===== src/rtl/regfile_access_ctrl.sv =====
// Register-file write/debug-read port controller: post-reset clear of x1..x31, then
// arbitration between pipeline writeback (priority) and a debug requester with stall escalation.
//
// state    | meaning
// ---------+---------------------------------------------------------------
// ST_INIT  | clearing x1..x31 one per cycle, pipeline stalled, debug blocked
// ST_RUN   | normal arbitration, writeback first, debug on idle cycles
// ST_STALL | debug starved for MAX_WAIT cycles, pipeline frozen until granted
module regfile_access_ctrl #(
  parameter int XLEN           = 32,
  parameter int MAX_WAIT       = 8,
  parameter bit CLEAR_ON_RESET = 1'b1
) (
  input  logic            clk_i,
  input  logic            rst_ni,
  input  logic            wb_we_i,
  input  logic [4:0]      wb_rd_i,
  input  logic [XLEN-1:0] wb_data_i,
  input  logic            dbg_req_i,
  input  logic            dbg_we_i,
  input  logic [4:0]      dbg_addr_i,
  input  logic [XLEN-1:0] dbg_wdata_i,
  output logic            dbg_gnt_o,
  output logic            dbg_rvalid_o,
  output logic [XLEN-1:0] dbg_rdata_o,
  output logic            rf_we_o,
  output logic [4:0]      rf_waddr_o,
  output logic [XLEN-1:0] rf_wdata_o,
  output logic [4:0]      rf_raddr_o,
  input  logic [XLEN-1:0] rf_rdata_i,
  output logic            stall_o,
  output logic            init_done_o
);

  localparam int WCW = (MAX_WAIT < 1) ? 1 : $clog2(MAX_WAIT + 1);
  localparam logic [WCW-1:0] WAIT_MAX = WCW'(MAX_WAIT);
  localparam logic [4:0] LAST_REG = 5'd31;

  typedef enum logic [1:0] {
    ST_INIT  = 2'd0,
    ST_RUN   = 2'd1,
    ST_STALL = 2'd2
  } state_e;

  localparam state_e RST_STATE = CLEAR_ON_RESET ? ST_INIT : ST_RUN;

  state_e          state_q, state_d;
  logic [4:0]      clr_ptr_q, clr_ptr_d;
  logic [WCW-1:0]  wait_cnt_q, wait_cnt_d;
  logic            rvalid_q, rvalid_d;
  logic [XLEN-1:0] rdata_q, rdata_d;
  logic            init_done_q, init_done_d;

  always_ff @(posedge clk_i or negedge rst_ni) begin
    if (!rst_ni) begin
      state_q     <= RST_STATE;
      clr_ptr_q   <= 5'd1;
      wait_cnt_q  <= '0;
      rvalid_q    <= 1'b0;
      rdata_q     <= '0;
      init_done_q <= 1'b0;
    end else begin
      state_q     <= state_d;
      clr_ptr_q   <= clr_ptr_d;
      wait_cnt_q  <= wait_cnt_d;
      rvalid_q    <= rvalid_d;
      rdata_q     <= rdata_d;
      init_done_q <= init_done_d;
    end
  end

  always_comb begin
    state_d     = state_q;
    clr_ptr_d   = clr_ptr_q;
    wait_cnt_d  = wait_cnt_q;
    rvalid_d    = 1'b0;
    rdata_d     = rdata_q;
    init_done_d = init_done_q;
    dbg_gnt_o   = 1'b0;
    rf_we_o     = 1'b0;
    rf_waddr_o  = wb_rd_i;
    rf_wdata_o  = wb_data_i;
    stall_o     = 1'b0;

    unique case (state_q)
      ST_INIT: begin
        stall_o    = 1'b1;
        rf_we_o    = 1'b1;
        rf_waddr_o = clr_ptr_q;
        rf_wdata_o = '0;
        clr_ptr_d  = clr_ptr_q + 5'd1;
        wait_cnt_d = '0;
        if (clr_ptr_q == LAST_REG) begin
          state_d     = ST_RUN;
          init_done_d = 1'b1;
        end
      end

      ST_RUN, ST_STALL: begin
        stall_o     = (state_q == ST_STALL);
        init_done_d = 1'b1;
        if (wb_we_i) begin
          // x0 is hardwired; the write is swallowed here rather than in the RF
          rf_we_o = (wb_rd_i != 5'd0);
        end else if (dbg_req_i) begin
          dbg_gnt_o  = 1'b1;
          rf_we_o    = dbg_we_i && (dbg_addr_i != 5'd0);
          rf_waddr_o = dbg_addr_i;
          rf_wdata_o = dbg_wdata_i;
          if (!dbg_we_i) begin
            rvalid_d = 1'b1;
            rdata_d  = rf_rdata_i;
          end
        end

        if (dbg_req_i && !dbg_gnt_o) begin
          if (wait_cnt_q != WAIT_MAX) wait_cnt_d = wait_cnt_q + WCW'(1);
        end else begin
          wait_cnt_d = '0;
        end

        state_d = (wait_cnt_d == WAIT_MAX) ? ST_STALL : ST_RUN;
      end

      default: begin
        state_d = ST_RUN;
      end
    endcase
  end

  assign rf_raddr_o   = dbg_addr_i;
  assign dbg_rvalid_o = rvalid_q;
  assign dbg_rdata_o  = rdata_q;
  assign init_done_o  = init_done_q;

endmodule

===== config.mk =====
export PLATFORM = sky130hd
export DESIGN_NAME = regfile_access_ctrl
export DESIGN_NICKNAME = d
export VERILOG_FILES = /design/src/rtl/regfile_access_ctrl.sv
export SDC_FILE = /design/constraint.sdc
export NUM_CORES = 1
export LEC_CHECK = 0
export CAP_MARGIN = 20
export CORE_ASPECT_RATIO = 0.8
export CORE_MARGIN = 3
export CORE_UTILIZATION = 35
export DETAILED_ROUTE_END_ITERATION = 8
export PLACE_DENSITY = 0.9
export SLEW_MARGIN = 20
export SYNTH_ARGS = -nofsm -noshare
export SYNTH_HDL_FRONTEND = slang
export SYNTH_SLANG_ARGS = --single-unit

===== constraint.sdc =====
create_clock -name clk_i -period 2.8 [get_ports clk_i]
set_clock_uncertainty 0.2 [all_clocks]
set_input_delay 0.28 -clock clk_i [delete_from_list [all_inputs] [get_ports clk_i]]
set_output_delay 0.28 -clock clk_i [all_outputs]
set_load 0.02 [all_outputs]

**Word-level counts from Yosys, hierarchy flattened**

Index checks and enable logic that the tools add are counted.

- Flip-flop bits (word level): 45
- Bits of input ports: 111

- Add/subtract/negate cells: 2
- Reduce and logical (&&, ||, !) cells: 10
- Bitwise logic cells: 2
- Equality and inequality tests: 6
- Multiplexer cells: 27

Operators by type and width:

| cell | number |
|---|---|
| 32-bit two-way mux | 2 |
| 32-bit one-hot mux with 2 select lines | 1 |
| 4-bit two-way mux | 3 |
| 1-bit two-way mux | 11 |
| 5-bit two-way mux | 2 |
| 5-bit one-hot mux with 2 select lines | 1 |
| 5-bit nonzero test | 2 |
| 4-bit one-hot mux with 2 select lines | 1 |
| 1-bit one-hot mux with 2 select lines | 3 |
| 5-bit by 1-bit adder with 5-bit output, second input constant | 1 |
| 5-bit equality test, second input constant | 1 |
| 4-bit by 1-bit adder with 4-bit output, second input constant | 1 |
| 4-bit equality test, second input constant | 1 |
| 2-bit two-way mux | 2 |
| 4-bit inequality test, second input constant | 1 |
| 2-bit one-hot mux with 2 select lines | 1 |
| 4-bit AND reduction | 1 |
| 2-bit by 1-bit equality test with 1-bit output, second input constant | 1 |
| 2-bit equality test, second input constant | 1 |
| 1-bit logical AND | 2 |
| 2-bit logical NOT | 1 |
| 2-bit inequality test, second input constant | 1 |
| 1-bit inverter | 2 |
| 2-bit AND reduction | 1 |
| other kinds (3) | 3 |

**Depth between registers and ports, before layout**

- Depth after elaboration: 10
- Mapped depth: 8
- Mapped depth without buffers: 6

**Least setup slack after synthesis**

OpenSTA, ideal clock, no wires.

- Path kind: reg2out
- Start point: register state_q[0]
- End point: output port rf_wdata_o[0]
- Data arrival time: 1668 ps
- Slack: 652 ps
- Stages on the path, launching flop included: 7
- Path through: dfrtp_1 > ha_1 > clkbuf_1 > nor2_1 > clkbuf_1 > nand2_1 > a21oi_1

- Cells in the longest elaborated chain, start to end: 3
- Elaborated cells between the ends (all ways): 5
- Classes of those cells: eq/ne: 2; mux: 1; reduce/logical: 2

RTL lines:

| what | RTL line | source |
|---|---|---|
| start: declaration | 47 | `state_e state_q, state_d;` |
| start signal: assignment | 63 | `state_q <= state_d;` |
| 2-bit equality test / 2-bit by 1-bit equality test with 1-bit output (equally long branches) | 85 | `unique case (state_q)` |
| 2-bit OR reduction | 85 |  |
| 32-bit one-hot mux with 2 select lines * | 85 |  |
| end: declaration | 28 | `output logic [XLEN-1:0] rf_wdata_o,` |

Mark *: on every way between the ends. The rest lies on a longest branch, timed or not.

**Worst setup path after layout**

- Start point: register state_q[1]
- End point: output port rf_wdata_o[27]

Same word-level chain as after synthesis.

==> impl_metrics.ini <==
[logic_synthesis]
syn_nets = 391
yosys_warnings = 0
synth_cell_types = 38
ys_seq_area_share_pct = 44.0
ys_async_sr_fraction_pct = 100
ys.flop_type = dfrtp_1
synth_edf_count = 0
ys_seq_elements = 45
synth_cells = 273
syn_area_sq_mm = 0.00256
syn_area_per_cell_sq_um = 9.40

[routing]
dr.pass1.iters = 4
wl_per_cell_um = 16.7
routed_wl_um = 9080
drc = 0
ant_nets = 0
vias = 2596
first_iter_violations = 98
vias_per_cell = 4.77

[clock_network]
clockBufferDepth = 2
clk_pin_slew_ps = 80
clock-sinks = 45
htreeDepth = 2
root_buffer = clkbuf_8
cts_tree = built
post_cts_buffers = 0
cts_buffers = 5
worstSkewPairLatency_ps = 290

[sta]
setup_slack_ps = 119
hold_slack_ps = 292
finalSetupTns_ps = 0
min_period_ps = 2680
rsz0062_at_grt = no
tightest_slew_ps = 711
fin_crit_sh_pct = 95.7
final_max_slew_viol_count = 0
setup_viol = 0
slew_headroom_pct = 52.5
clock.fmax_mhz = 373
finalHoldViolations = 0

[finish]
synthToLayoutAreaGrowth_pct = 78.2
final_util_pct = 65.4
fin_cells = 544
final_common_cell = clkdlybuf4s50_1
layout-drive-gt1-share_pct = 11.6
diodes = 0
final_area_sq_mm = 0.00457
final_cell_mix = clkdlybuf4s50_1, nand2_1, dfrtp_1
fin_nets = 574

[setup_path]
path_class = flop to output pin
worstPathRequired_ps = 2320
crit_fanout = 32
start_kind = flop
arrival_ps = 2200
end_kind = output pin

[global_routing]
grt_pass1_vias = 2593
grt_pass1_wl_um = 13400
groute.usage.overall_pct = 20.2
antenna_found_initial = 0
grt_overflow = 0
grt_max_degree = 46

[die]
row_count = 27
die_h_um = 82.6
core_sq_mm = 0.00699
dieArea_sq_mm = 0.00840
num_io_pins = 190
start_util_pct = 36.7
die_w_um = 102

[power]
p_leak_nw = 1.99
powerDensity_mw_per_mm2 = 431
power_mw = 1.97
ir_drop_mv = 0.262

[place]
placed_area_sq_mm = 0.00452
routabilityCongestion = 0.784
dp_hpwl_um = 7240
dp_slack_ps = -93.9
port_buffers = 189
placed_cells = 535

[run_status]
outcome = finished, final reports clean

[hold_path]
worstHoldPathType = flop to flop

[flow_run]
maxCapViolations = 0
## cell families (layout without fill, tap and decap cells)
logic type / count (synthesis) / after routing / share of synthesized area, %
xor+xnor: 5 / 5 / 1.71
simple gates: 99 / 99 / 17.1
fa+ha+maj: 7 / 7 / 3.41
buf+inv: 28 / 212 / 6.29
compound gates: 55 / 55 / 12.4
mux: 34 / 34 / 15.1
flops: 45 / 45 / 44.0
## synthesized netlist by cell type (2+ instances only)
cell       n  area share [%]
mux2_1     6             2.6
nand4_1    2            0.49
nand2b_1   3            0.73
buf_6      5             2.2
nor2b_1    2            0.49
clkbuf_1  11             1.6
nand2_1   74              11
nand3b_1   2            0.59
a21oi_1   33             6.4
a22oi_1    5             1.5
dfrtp_1   44              43
o21ai_0    8             1.6
inv_1      6            0.88
nor2_1     7             1.0
or4_1      2            0.59
xnor2_1    3             1.0
ha_1       7             3.4
xor2_1     2            0.68
mux2_2    27              12
buf_4      5             1.5
a22o_1     2            0.68
## worst max-delay path, cell delays in order, from the launching register on
cell and delay [ps]:
dfrtp_1 400, ha_1 250, buf_4 230, nand2b_1 190
buf_12 200, nand2_1 70, a21oi_1 170, dlygate4sd2_1 390
## state kept, by name (all words and copies together), names as in the netlist
name and cells:
dbg_rdata_o 32, wait_cnt_q 4, clr_ptr_q 5, state_q 2
init_done_o 1, dbg_rvalid_o 1
## final cells by class
class / count / area (sq um)
Multi-Input combinational cell: 200 / 1290
Clock inverter: 1 / 7.51
Inverter: 6 / 22.5
Timing Repair Buffer: 198 / 1940
Clock buffer: 7 / 76.3
Sequential cell: 45 / 1130
Fill cell: 587 / 2420
Tap cell: 87 / 109
## final timing paths
check,endpoint,slack [ps],startpoint,cells past startpoint
worst max register to register,dbg_rdata_o[28],470,state_q[1],7
worst max-delay path,rf_wdata_o[27],120,state_q[1],7
worst min register to register,dbg_rdata_o[15],290,dbg_rdata_o[15],1
min in group asynchronous,dbg_rdata_o[23],330,rst_ni,2
worst min-delay path,dbg_rdata_o[15],290,dbg_rdata_o[15],1
max in group asynchronous,dbg_rdata_o[8],1690,rst_ni,2
## timing repair
item / CTS / global route
setup endpoints to repair: 37 / 7
resized for setup: 39 / 6
hold endpoints to repair: 44 / 0
hold buffers: 1 / 0
## routing by layer
| metal | vias to the layer above | GRT usage (%) | wire [um] |
|---|---|---|---|
| met5 | - | 0 | 0 |
| met4 | 0 | 3.32 | 19 |
| met3 | 2 | 3.44 | 281 |
| met2 | 52 | 35.4 | 4850 |
| met1 | 1246 | 26.6 | 3930 |
| li1 | 1296 | - | - |
## power by group
part	internal [mW]	switching (mW)	leakage (nW)	total [mW]
registers	0.739	0.0467	0.545	0.785
clock network	0.177	0.215	0.0385	0.392
logic	0.435	0.359	1.40	0.795
total	1.35	0.621	1.99	1.97
Power figures use the tool's default switching activity.
==> patch 1, RTL diff (same settings) <==
Take the reset off `rdata_q` and load it in a clocked block of its own.
--- a/src/rtl/regfile_access_ctrl.sv
+++ b/src/rtl/regfile_access_ctrl.sv
@@ -57,16 +57,18 @@
       clr_ptr_q   <= 5'd1;
       wait_cnt_q  <= '0;
       rvalid_q    <= 1'b0;
-      rdata_q     <= '0;
       init_done_q <= 1'b0;
     end else begin
       state_q     <= state_d;
       clr_ptr_q   <= clr_ptr_d;
       wait_cnt_q  <= wait_cnt_d;
       rvalid_q    <= rvalid_d;
-      rdata_q     <= rdata_d;
       init_done_q <= init_done_d;
     end
+  end
+
+  always_ff @(posedge clk_i) begin
+    rdata_q <= rdata_d;
   end
 
   always_comb begin
Formal check against the unedited RTL: no difference found for any inputs over 10 cycles, from zero or initial values and one cycle with rst_ni low; that may be too few to reach the edited logic, so the function may still have changed.
==> patch 1 against the original RTL <==
First-iteration DRC count is 61% higher; wire length is 4.9% higher; die area is 9.5% lower; setup slack worse by 0.025 ns; cell area is 4.4% lower; sequential cell count stayed put; area after synthesis is 10% lower; power is 15% lower; critical path type unchanged; critical endpoint is now rf_wdata_o[2]; largest power group is now sequential cells; highest routed layer unchanged.
==> patch 1: results (changes against the original RTL) <==
[drt] total routed wirelength 9.53 mm [+4.9%]
[placement] routability-driven placement congestion ratio 0.903 [+15%]
[cts] count of buffers added by post-CTS timing repair for setup 0 [unchanged]
[setup_path] kind of cell adding the most delay to the critical path buffers and inverters
[layout] diode count 0 [unchanged]
[pwr] maximum vdd ir drop 0.000405 V [+55%]
[logic_synthesis] synth unique cells 34 [-11%]
[pwr] switching power 430 uW [-31%]
[outcome] outcome completed
[logic_synthesis] multiplexer share of the synthesized area 0.977% [-14 points]
[layout] Net count, final 543 [-5.4%]
[logic_synthesis] total number of yosys warnings 0 [unchanged]
[setup_path] cell with the largest stage delay on the worst path dfrtp_1
[cts] number of buffers added by the clock tree synthesis step 5 [unchanged]
[global_route] number of antenna violations at the first check in global routing 0 [unchanged]
[logic_synthesis] sequential-to-total area share from yosys stat 55.9% [+12 points]
[placement] HPWL Detailed 7.56 mm [+4.4%]
[logic_synthesis] synthesized-area fraction occupied by ao, oa, aoi and oai cells 13.8% [+1.4 points]
[worst_hold_path] worst hold path class input port to asynchronous set/reset pin
[global_route] largest net degree at the start of global routing 33 [-28%]
[logic_synthesis] biggest area contributors in the synthesized netlist edfxtp_1 (42%), dfrtp_1 (13%), nand2_1 (12%)
[logic_synthesis] EDFF count, synth 32 [+32]
[timing] slew at the pin closest to its max-slew limit 0.713 ns [+0.00154 ns]
[logic_synthesis] most used standard cells in the synthesized netlist nand2_1 (74), a21oi_1 (33), edfxtp_1 (32)
[layout] share of final-layout standard cells stronger than drive strength 1 6.57% [-5.0 points]
[drt] DR iter-0 viols 158 [+61%]
[drt] first-pass detailed-route iteration total 5 [+1]
[cts] buffer levels on the longest clock path 2 [unchanged]
[logic_synthesis] xor and xnor area share after synthesis 1.90% [+0.19 points]
[global_route] wire length of the first global-routing pass 14.2 mm [+6.3%]
[drt] via density per instance 4.93 [+3.3%]
[setup_path] Critical Path Fanout Max 17 [-47%]
[cts] clock input transition at the sequential cells of the worst setup and hold paths 0.08 ns [about the same]
[logic_synthesis] adder and majority gate portion of the synthesized area 3.80% [+0.39 points]
[placement] number of I/O port buffers 189 [unchanged]
[global_route] vias in the first global route 2629 [+1.4%]
[logic_synthesis] dominant synthesized flop cell edfxtp_1
[cts] Clk Latency, worst-skew pair 0.30 ns
[global_route] aggregate global-route resource usage 23.8% [+3.6 points]
[pwr] static leakage 0.00179 uW [-9.9%]
[logic_synthesis] proportion of register bits with asynchronous set or reset after synthesis 28.9% [-71 points]
[setup_path] Critical Path AT 2.23 ns [+0.03 ns]
[cts] cell at the root of the clock tree clkbuf_8
[setup_path] largest incremental delay on the critical path 0.42 ns [+0.02 ns]
[layout] Largest register FFs 32 [unchanged]
[logic_synthesis] post-synth net total 356 [-9.0%]
[cts] Clock H-tree levels 2 [unchanged]
-- patch 1: cell types whose count changed after synthesis, sizes merged --
cell | unedited run | this run
mux2 | 34 | 2
buf | 11 | 7
dfrtp | 44 | 12
nor2b | 4 | 5
edfxtp | 0 | 32
-- patch 1: logic make-up after synthesis --
family / Yosys count
flip-flops: 45
XOR/XNOR: 5
adder cells (fa/ha/maj): 7
AO/OA/AOI/OAI: 55
multiplexers: 2
buffers and inverters: 24
AND/OR/NAND/NOR: 100
-- patch 1: power groups by stage --
| stage | clock network [uW] | registers, uW | logic, uW |
|---|---|---|---|
| after floorplan | 0 | 770 | 147 |
| after global placement | 0 | 752 | 469 |
| after detailed placement | 0 | 753 | 475 |
| after CTS | 495 | 738 | 447 |
| after global routing | 528 | 740 | 471 |
| final | 489 | 738 | 447 |
-- patch 1: worst reg2reg max path, cell delays in order (launching register included) --
cell and delay, ns:
dfrtp_1 0.40, inv_1 0.08, ha_1 0.34, buf_4 0.16
nand3_1 0.13, or4_4 0.52, o32a_1 0.36
-- patch 1: final cells by class --
cell class / instances / area [sq um]
Tap cell: 81 / 101
Clock buffer: 6 / 72.6
Sequential cell: 45 / 1290
Timing Repair Buffer: 198 / 1920
Inverter: 6 / 22.5
Fill cell: 469 / 1760
Multi-Input combinational cell: 169 / 926
Clock inverter: 2 / 38.8
-- patch 1: through the flow --
stage	cells	area, sq um	worst slack [ns]
after floorplan	238	2310	0.337
after global placement	499	4320	0.00754
after detailed placement	499	4320	-0.0864
after CTS	507	4380	0.0302
after global routing	507	4370	0.00136
final	507	4370	0.0945
-- patch 1: worst paths after layout --
path	from	to	slack (ns)	cells after the start
hold / removal	rst_ni	wait_cnt_q[3]	0.17	1
hold reg to reg	init_done_o	init_done_o	0.32	1
min in group clk_i	init_done_o	init_done_o	0.32	1
setup reg to reg	state_q[0]	state_q[0]	0.48	6
setup / recovery	state_q[0]	rf_wdata_o[2]	0.09	7
max in group asynchronous	rst_ni	clr_ptr_q[2]	1.83	1
-- patch 1: what timing repair did --
action                     4_1_cts  5_1_grt
gates resized for setup         40       13
hold buffers                     0        0
hold endpoints to repair         0        0
gates cloned                     0        0
setup endpoints to repair       37        7
-- patch 1: layer usage --
layer  vias up  global-route usage (%)  share of wire [%]
li1       1193                       -                  -
met1      1219                    28.0                 39
met2        73                    44.6                 55
met3        15                    3.82                3.6
met4         0                    7.15                1.5
met5         -                       0                  0
==> patch 2, RTL diff (same flow settings) <==
Without the edit above. `CLEAR_ON_RESET`: 1'b1 -> 1'b0.
--- a/src/rtl/regfile_access_ctrl.sv
+++ b/src/rtl/regfile_access_ctrl.sv
@@ -9,7 +9,7 @@
 module regfile_access_ctrl #(
   parameter int XLEN           = 32,
   parameter int MAX_WAIT       = 8,
-  parameter bit CLEAR_ON_RESET = 1'b1
+  parameter bit CLEAR_ON_RESET = 1'b0
 ) (
   input  logic            clk_i,
   input  logic            rst_ni,
Behaviour: not the same (a bounded check fails within 4 cycles, from zero or initial values and one cycle with rst_ni low).
==> patch 2 against the original RTL <==
Area after synthesis barely moved; wire length down 2.8%; power up 1.1%; sequential share of layout area up 0.27 points; critical endpoint is now rf_wdata_o[7]; clock power grew 7.1%; highest routed layer unchanged; sequential cell count is the same; via count is 0.39% higher; setup slack got worse by 0.039 ns; cell area is 0.96% lower; critical path type unchanged; combinational power shrank 0.6%; utilization shrank 0.63 points.
==> patch 2: results (changes against the original RTL) <==
[logic_synthesis] biggest area contributors in the synthesized netlist dfrtp_1 (42%), mux2_2 (12%), nand2_1 (11%)
[global_route] vias in the first global route 2488 [-4.0%]
[outcome] outcome completed
[layout] share of final-layout standard cells stronger than drive strength 1 18.5% [+6.9 points]
[logic_synthesis] post-synth net total 391 [unchanged]
[drt] DR iter-0 viols 92 [-6.1%]
[cts] number of buffers added by the clock tree synthesis step 5 [unchanged]
[drt] first-pass detailed-route iteration total 5 [+1]
[placement] HPWL Detailed 6.96 mm [-3.9%]
[timing] slew at the pin closest to its max-slew limit 0.711 ns [-0.000443 ns]
[global_route] wire length of the first global-routing pass 12.9 mm [-3.7%]
[setup_path] R2R setup slack 0.44 ns [-0.03 ns]
[logic_synthesis] sequential-to-total area share from yosys stat 44.0% [about the same]
[setup_path] cell with the largest stage delay on the worst path dfstp_2
[global_route] aggregate global-route resource usage 19.3% [-0.90 points]
[setup_path] largest incremental delay on the critical path 0.53 ns [+0.13 ns]
[pwr] seq pwr 784 uW [about the same]
[drt] wire per inst 16.2 um [-3.2%]
[pwr] maximum vdd ir drop 0.000313 V [+19%]
[global_route] largest net degree at the start of global routing 46 [unchanged]
[setup_path] capture point of the critical path rf_wdata_o[7]
[placement] Post-DP Area 0.00454 sq mm [+0.36%]
[worst_hold_path] Hold Startpoint init_done_o
[drt] routed vias 2606 [+0.39%]
[logic_synthesis] most used standard cells in the synthesized netlist nand2_1 (74), dfrtp_1 (43), a21oi_1 (33)
[worst_hold_path] WHS Endpoint init_done_o
[pwr] static leakage 0.00199 uW [about the same]
[setup_path] Critical path origin state_q[0]
[setup_path] Critical Path AT 2.24 ns [+0.04 ns]
[pwr] P_clk 420 uW [+7.1%]
[layout] FILL cells 585 [-0.34%]
[placement] routability-driven placement congestion ratio 0.763 [-2.7%]
[setup_path] endpoint of the worst-slack reg-to-reg timing path dbg_rdata_o[10]
[layout] Net count, final 576 [+0.35%]
==> patch 2: changes by cell type in the layout (fill, tap and decap cells not counted), sizes merged <==
cell,unedited run,this run
dlygate4sd1,0,1
buf,9,12
dlygate4sd2,36,3
clkinv,0,2
clkbuf,9,32
clkdlybuf4s50,150,149
dfstp,1,2
clkdlybuf4s15,0,7
dlymetal6s2s,0,1
dfrtp,44,43
clkinvlp,1,0
==> patch 2: per-stage QoR <==
| stage | utilization [%] | power [uW] | cells | worst slack (ns) |
|---|---|---|---|---|
| finish | 64.8 | 1990 | 546 | 0.0806 |
| global route | 64.8 | 2110 | 546 | 0.00105 |
| CTS | 65.9 | 2020 | 546 | 0.000196 |
| detailed placement | 64.9 | 1630 | 537 | -0.229 |
| global placement | 64.9 | 1610 | 537 | -0.196 |
| floorplan | - | 1140 | 273 | 0.513 |
==> patch 2: cell families after synthesis <==
logic type | share of synthesized area, %
compound gates | 12.4
xor+xnor | 1.71
fa+ha+maj | 3.41
buf+inv | 6.29
flops | 44.0
mux | 15.1
simple gates | 17.1
==> patch 2: layout make-up <==
class	count	share of cell area, %
inverters	6	0.497
flip-flops and latches	45	24.9
multi-input cells	200	28.6
repair buffers	200	41.5
well taps	87	2.40
clock inverters	2	0.304
clock buffers	6	1.82
==> patch 2: repair_timing <==
item                                    in CTS  in global routing
hold buffers                                 1                  0
pin swaps                                    0                  0
gates resized for setup                     43                 67
endpoints found under the hold margin       43                  0
endpoints found under the setup margin      38                 39
==> patch 2: layer usage <==
layer | share of wire, % | GRT usage, % | up-vias
li1 | - | - | 1294
met1 | 42 | 26.2 | 1238
met2 | 54 | 32.6 | 70
met3 | 3.7 | 3.53 | 4
met4 | 0.36 | 3.32 | 0
met5 | 0 | 0 | -
